**src/rtl/pc_select_reg.sv**
```systemverilog
// Registered N-way word selector with previous-value copy, stall hold and
// an illegal-select trap (BOOT -> RUN <-> ERR).
module pc_select_reg #(
    parameter int unsigned WIDTH     = 32,
    parameter int unsigned NUM_IN    = 3,
    parameter int unsigned SEL_W     = 2,
    parameter logic [31:0] RESET_VAL = 32'h00400030
) (
    input  logic                    clk,
    input  logic                    reset,
    input  logic [NUM_IN*WIDTH-1:0] in_bus,
    input  logic [SEL_W-1:0]        select,
    input  logic                    stall,
    input  logic                    err_clr,
    output logic [WIDTH-1:0]        out,
    output logic [WIDTH-1:0]        out_prev,
    output logic                    valid,
    output logic                    sel_err,
    output logic [SEL_W-1:0]        err_sel
);

    localparam logic [WIDTH-1:0] RST_V    = WIDTH'(RESET_VAL);
    localparam logic [SEL_W:0]   NUM_IN_W = (SEL_W+1)'(NUM_IN);

    typedef enum logic [1:0] {
        BOOT = 2'd0,
        RUN  = 2'd1,
        ERR  = 2'd2
    } state_t;

    state_t           state_q;
    logic [WIDTH-1:0] out_q;
    logic [WIDTH-1:0] out_prev_q;
    logic [SEL_W-1:0] err_sel_q;
    logic             valid_q;
    logic             sel_err_q;
    logic [WIDTH-1:0] cand_d;
    logic             illegal_d;

    // Compared one bit wider so NUM_IN == 2**SEL_W simply never flags.
    always_comb begin
        illegal_d = ({1'b0, select} >= NUM_IN_W);
        cand_d    = '0;
        for (int unsigned k = 0; k < NUM_IN; k++) begin
            if (select == SEL_W'(k)) begin
                cand_d = in_bus[k*WIDTH +: WIDTH];
            end
        end
    end

    always_ff @(posedge clk or posedge reset) begin
        if (reset) begin
            state_q    <= BOOT;
            out_q      <= RST_V;
            out_prev_q <= RST_V;
            err_sel_q  <= '0;
            valid_q    <= 1'b0;
            sel_err_q  <= 1'b0;
        end else begin
            case (state_q)
                BOOT: begin
                    state_q <= RUN;
                    valid_q <= 1'b1;
                end
                RUN: begin
                    if (!stall) begin
                        if (illegal_d) begin
                            err_sel_q <= select;
                            state_q   <= ERR;
                            valid_q   <= 1'b0;
                            sel_err_q <= 1'b1;
                        end else begin
                            out_prev_q <= out_q;
                            out_q      <= cand_d;
                        end
                    end
                end
                ERR: begin
                    if (err_clr) begin
                        state_q   <= RUN;
                        valid_q   <= 1'b1;
                        sel_err_q <= 1'b0;
                    end
                end
                default: begin
                    state_q   <= BOOT;
                    valid_q   <= 1'b0;
                    sel_err_q <= 1'b0;
                end
            endcase
        end
    end

    assign out      = out_q;
    assign out_prev = out_prev_q;
    assign valid    = valid_q;
    assign sel_err  = sel_err_q;
    assign err_sel  = err_sel_q;

endmodule

```
**config.mk**
```make
export PLATFORM = sky130hd
export DESIGN_NAME = pc_select_reg
export DESIGN_NICKNAME = d
export VERILOG_FILES = /design/src/rtl/pc_select_reg.sv
export SDC_FILE = /design/constraint.sdc
export NUM_CORES = 1
export LEC_CHECK = 0
export CAP_MARGIN = 20
export CORE_MARGIN = 1.5
export CORE_UTILIZATION = 42
export CTS_CLUSTER_SIZE = 8
export DETAILED_ROUTE_END_ITERATION = 8
export PLACE_DENSITY = 0.95
export SLEW_MARGIN = 15
export SYNTH_ARGS = -nofsm -noshare
export SYNTH_HDL_FRONTEND = slang
export SYNTH_SLANG_ARGS = --single-unit
```
**constraint.sdc**
```tcl
create_clock -name clk -period 5.19 [get_ports clk]
set_input_delay 0.7785 -clock clk [delete_from_list [all_inputs] [get_ports clk]]
set_output_delay 0.7785 -clock clk [all_outputs]
set_load 0.005 [all_outputs]
```
==> reports/summary.log <==
qor: status.status finished, final reports clean
qor: yosys.synth_warnings 0
qor: cts.tritoncts_num_sinks 70
qor: cts.post_cts_hold_buffer_count 0
qor: layout.multiInputGateArea 1310 um^2
qor: yosys.top_post_synthesis_cells_by_count 64 x dfrtp_1, 34 x nand2_1, 32 x mux2i_1, 32 x o221a_2, 31 x mux2_2
qor: timing.finalSetupTns 0 ns
qor: timing.max_freq 0.336 GHz
qor: placed_design.globalplace.congestion 0.743
qor: die.total_i_o_pin_count 170
qor: timing.timing_hold_violations_final 0
qor: grt.grt_use_met1 0.264
qor: timing.worstMarginPinSlew 0.766 ns
qor: placed_design.numPlacedInstances 493
qor: cts.cts_tree done
qor: layout.final_cell_area_excluding_filler_cells 5120 um^2
qor: cts.postCtsSetupBuffers 0
qor: timing.max_transition_margin 0.489
qor: die.die-height 89.6 um
qor: yosys.synth_top_cell_area_share 0.508
qor: route.via_per_inst 5.20
qor: yosys.postSynthRegisterBits 70
qor: flow_run.timing.max_cap.violations 0
qor: timing.rsz0062_at_grt no
qor: route.drc 0
qor: die.initial_utilization 0.435
qor: route.detail_route.iter0.violations 82
qor: cts.cts_htree_levels 3
qor: route.routed_wl 9030 um
qor: timing.final_period_minus_worst_setup_slack 2.98 ns
qor: grt.grt_antenna_before_repair 0
qor: yosys.portion_of_the_post_synthesis_area_used_by_sequential_elements 0.558
qor: yosys.netlist.top_cell.by_area dfrtp_1
qor: grt.globalRouteMet2Util 0.416
qor: cts.cts_made_buffers 9
qor: grt.pin_count_of_the_biggest_net_entering_global_routing 40
qor: route.vias 2645
qor: route.firstDrtPassIters 4
qor: timing.worst_clock_skew 0.00602 ns
qor: setup_path.cp_data_required_time 5.40 ns
qor: placed_design.portbufs 169
qor: cts.post_cts_resize_count 0
qor: setup_path.worstSetupEndpointType flop
qor: grt.grt_pass1_vias 2800
qor: yosys.synth_async_sr_flop_share 1.00
qor: timing.setup_viol_count_final 0
qor: die.core_region_area 7250 um^2
qor: grt.groute.layer.met3.usage 0.0676
qor: placed_design.detailed_place.area 4920 um^2
qor: grt.grtUsageTotal 0.231
qor: route.detail-route-antenna-nets 0
qor: die.die_area 8040 um^2
qor: yosys.post_synth_main_area_contributors dfrtp_1 51%, o221a_2 11%, mux2_2 11%
qor: setup_path.critical_path_arrival 3.19 ns
qor: placed_design.detailed_place_hpwl 6680 um
qor: pwr.power.static_leakage 2.06 nW
qor: timing.final_max_slew_viol_count 0
qor: grt.grt_most_used_layer met2
qor: yosys.synthesis.nets 337
qor: die.fp-row-count 31
qor: layout.area_growth_syn_to_layout 62.5%
qor: pwr.cellPowerDensity 380 nW/um^2
qor: cts.reg_clk_slew_reported_paths 0.07 ns
qor: layout.insertedDiodeCount 0
qor: grt.grt_first_pass_wirelength 13700 um
qor: setup_path.critPathLaunchType primary input
qor: yosys.post_synth_num_cell_types 25
qor: layout.layoutNonFillerInstCount 509
qor: hold_path.hold_class reg2reg
qor: yosys.synth-edff-count 0
qor: grt.grt-ovfl-total 0
qor: cts.clkLatencyLatePin 0.33 ns
qor: layout.final-seq-area 1760 um^2
qor: yosys.ys.flop_type dfrtp_1
qor: setup_path.timing.critical_path.fanout_max 31
qor: die.chipWidth 89.6 um
qor: layout.num-fill-cells 529
qor: layout.nNetsFinal 507
qor: layout.drive_above_1_share 0.229
qor: cts.ctsRootBufferMaster clkbuf_8
qor: timing.post-route-period-util 0.574
qor: cts.cts.path.max_buffers 2
qor: route.wl_per_cell 17.7 um
qor: pwr.vdd.ir_drop.worst 0.200 mV
qor: yosys.synthCells 235
qor: yosys.postSynthAreaPerCell 13.4 um^2
qor: yosys.post-synth-top-count-cell dfrtp_1
qor: yosys.syn_area 3150 um^2
qor: setup_path.timing.setup.critical_path_class in2reg
[path summary, 6_finish.rpt]
kind                                   startpoint                  endpoint  slack [ns]  cells past startpoint
min in group asynchronous                   reset    err_sel[0]$_DFFE_PP0P_        0.91                      2
min reg2reg                err_sel[0]$_DFFE_PP0P_    err_sel[0]$_DFFE_PP0P_        0.47                      1
max reg2reg                state_q[1]$_DFFE_PP0P_  out_prev[19]$_DFFE_PP0P_        2.69                      4
max                                         stall  out_prev[19]$_DFFE_PP0P_        2.21                      5
max in group asynchronous                   reset   out_prev[1]$_DFFE_PP0P_        3.37                      3
min                        err_sel[0]$_DFFE_PP0P_    err_sel[0]$_DFFE_PP0P_        0.47                      1
[stage by stage]
stage | util | power, mW | setup WS (ns) | hold WS, ns
finish | 0.707 | 1.95 | 2.21 | 0.474
global route | 0.707 | 2.05 | 2.10 | 0.509
CTS | 0.707 | 1.97 | 2.24 | 0.477
detailed placement | 0.679 | 1.52 | 1.87 | 0.460
global placement | 0.679 | 1.49 | 1.93 | 0.453
floorplan | - | 1.05 | 2.65 | 0.465
[where the power goes]
part	internal (mW)	switching, mW
Clock	0.248	0.189
Sequential	0.717	0.112
Combinational	0.480	0.202
Total	1.45	0.502
[registers in the layout (all words and copies together) (netlist names)]
name and count:
sel_err 1, err_sel 2, state_q 2, out 32, out_prev 32, valid 1
[final cells by class]
class / count / area share
clock buffer: 13 / 0.0310
clock inverter: 3 / 0.00830
inverter: 2 / 0.00146
multi-input combinational: 148 / 0.255
sequential: 70 / 0.343
tap: 99 / 0.0242
timing repair buffer: 174 / 0.336
[logic make-up (layout without fill, tap and decap cells)]
family,Yosys count,count (layout),share of synthesized area
AO/OA/AOI/OAI,41,41,0.135
buffers and inverters,17,192,0.0298
flip-flops,70,70,0.558
multiplexers,64,64,0.216
AND/OR/NAND/NOR,43,43,0.0611
[layer usage]
layer,routed length (um),share of wire,vias up
met5,0,0,-
li1,-,-,1216
met4,114,0.013,0
met1,3480,0.39,1298
met2,4790,0.53,119
met3,643,0.071,12
[cells in the final DEF (no fill, tap or decap)]
cell	n
inv_2	1
clkinvlp_4	1
or2_2	2
a21oi_4	1
or3b_1	1
bufinv_16	1
buf_4	5
nand3b_1	1
a21oi_1	2
o21ai_0	2
a21o_1	1
buf_2	1
clkbuf_8	11
mux2_2	31
o21bai_1	1
inv_1	1
o221a_2	32
dfstp_2	6
nor2b_1	1
o21a_1	2
mux2_1	1
nor4b_4	1
dfrtp_1	64
nor3b_1	1
clkinv_2	1
clkbuf_1	2
nand2_1	34
mux2i_1	32
nor2_1	2
clkdlybuf4s50_1	168
[critical path, cell delays in order]
cell	delay [ns]
clkdlybuf4s50_1	0.50
or3b_1	0.44
a21oi_4	0.59
buf_4	0.46
mux2_2	0.38
Note: power is estimated with default switching activity, not from simulation.
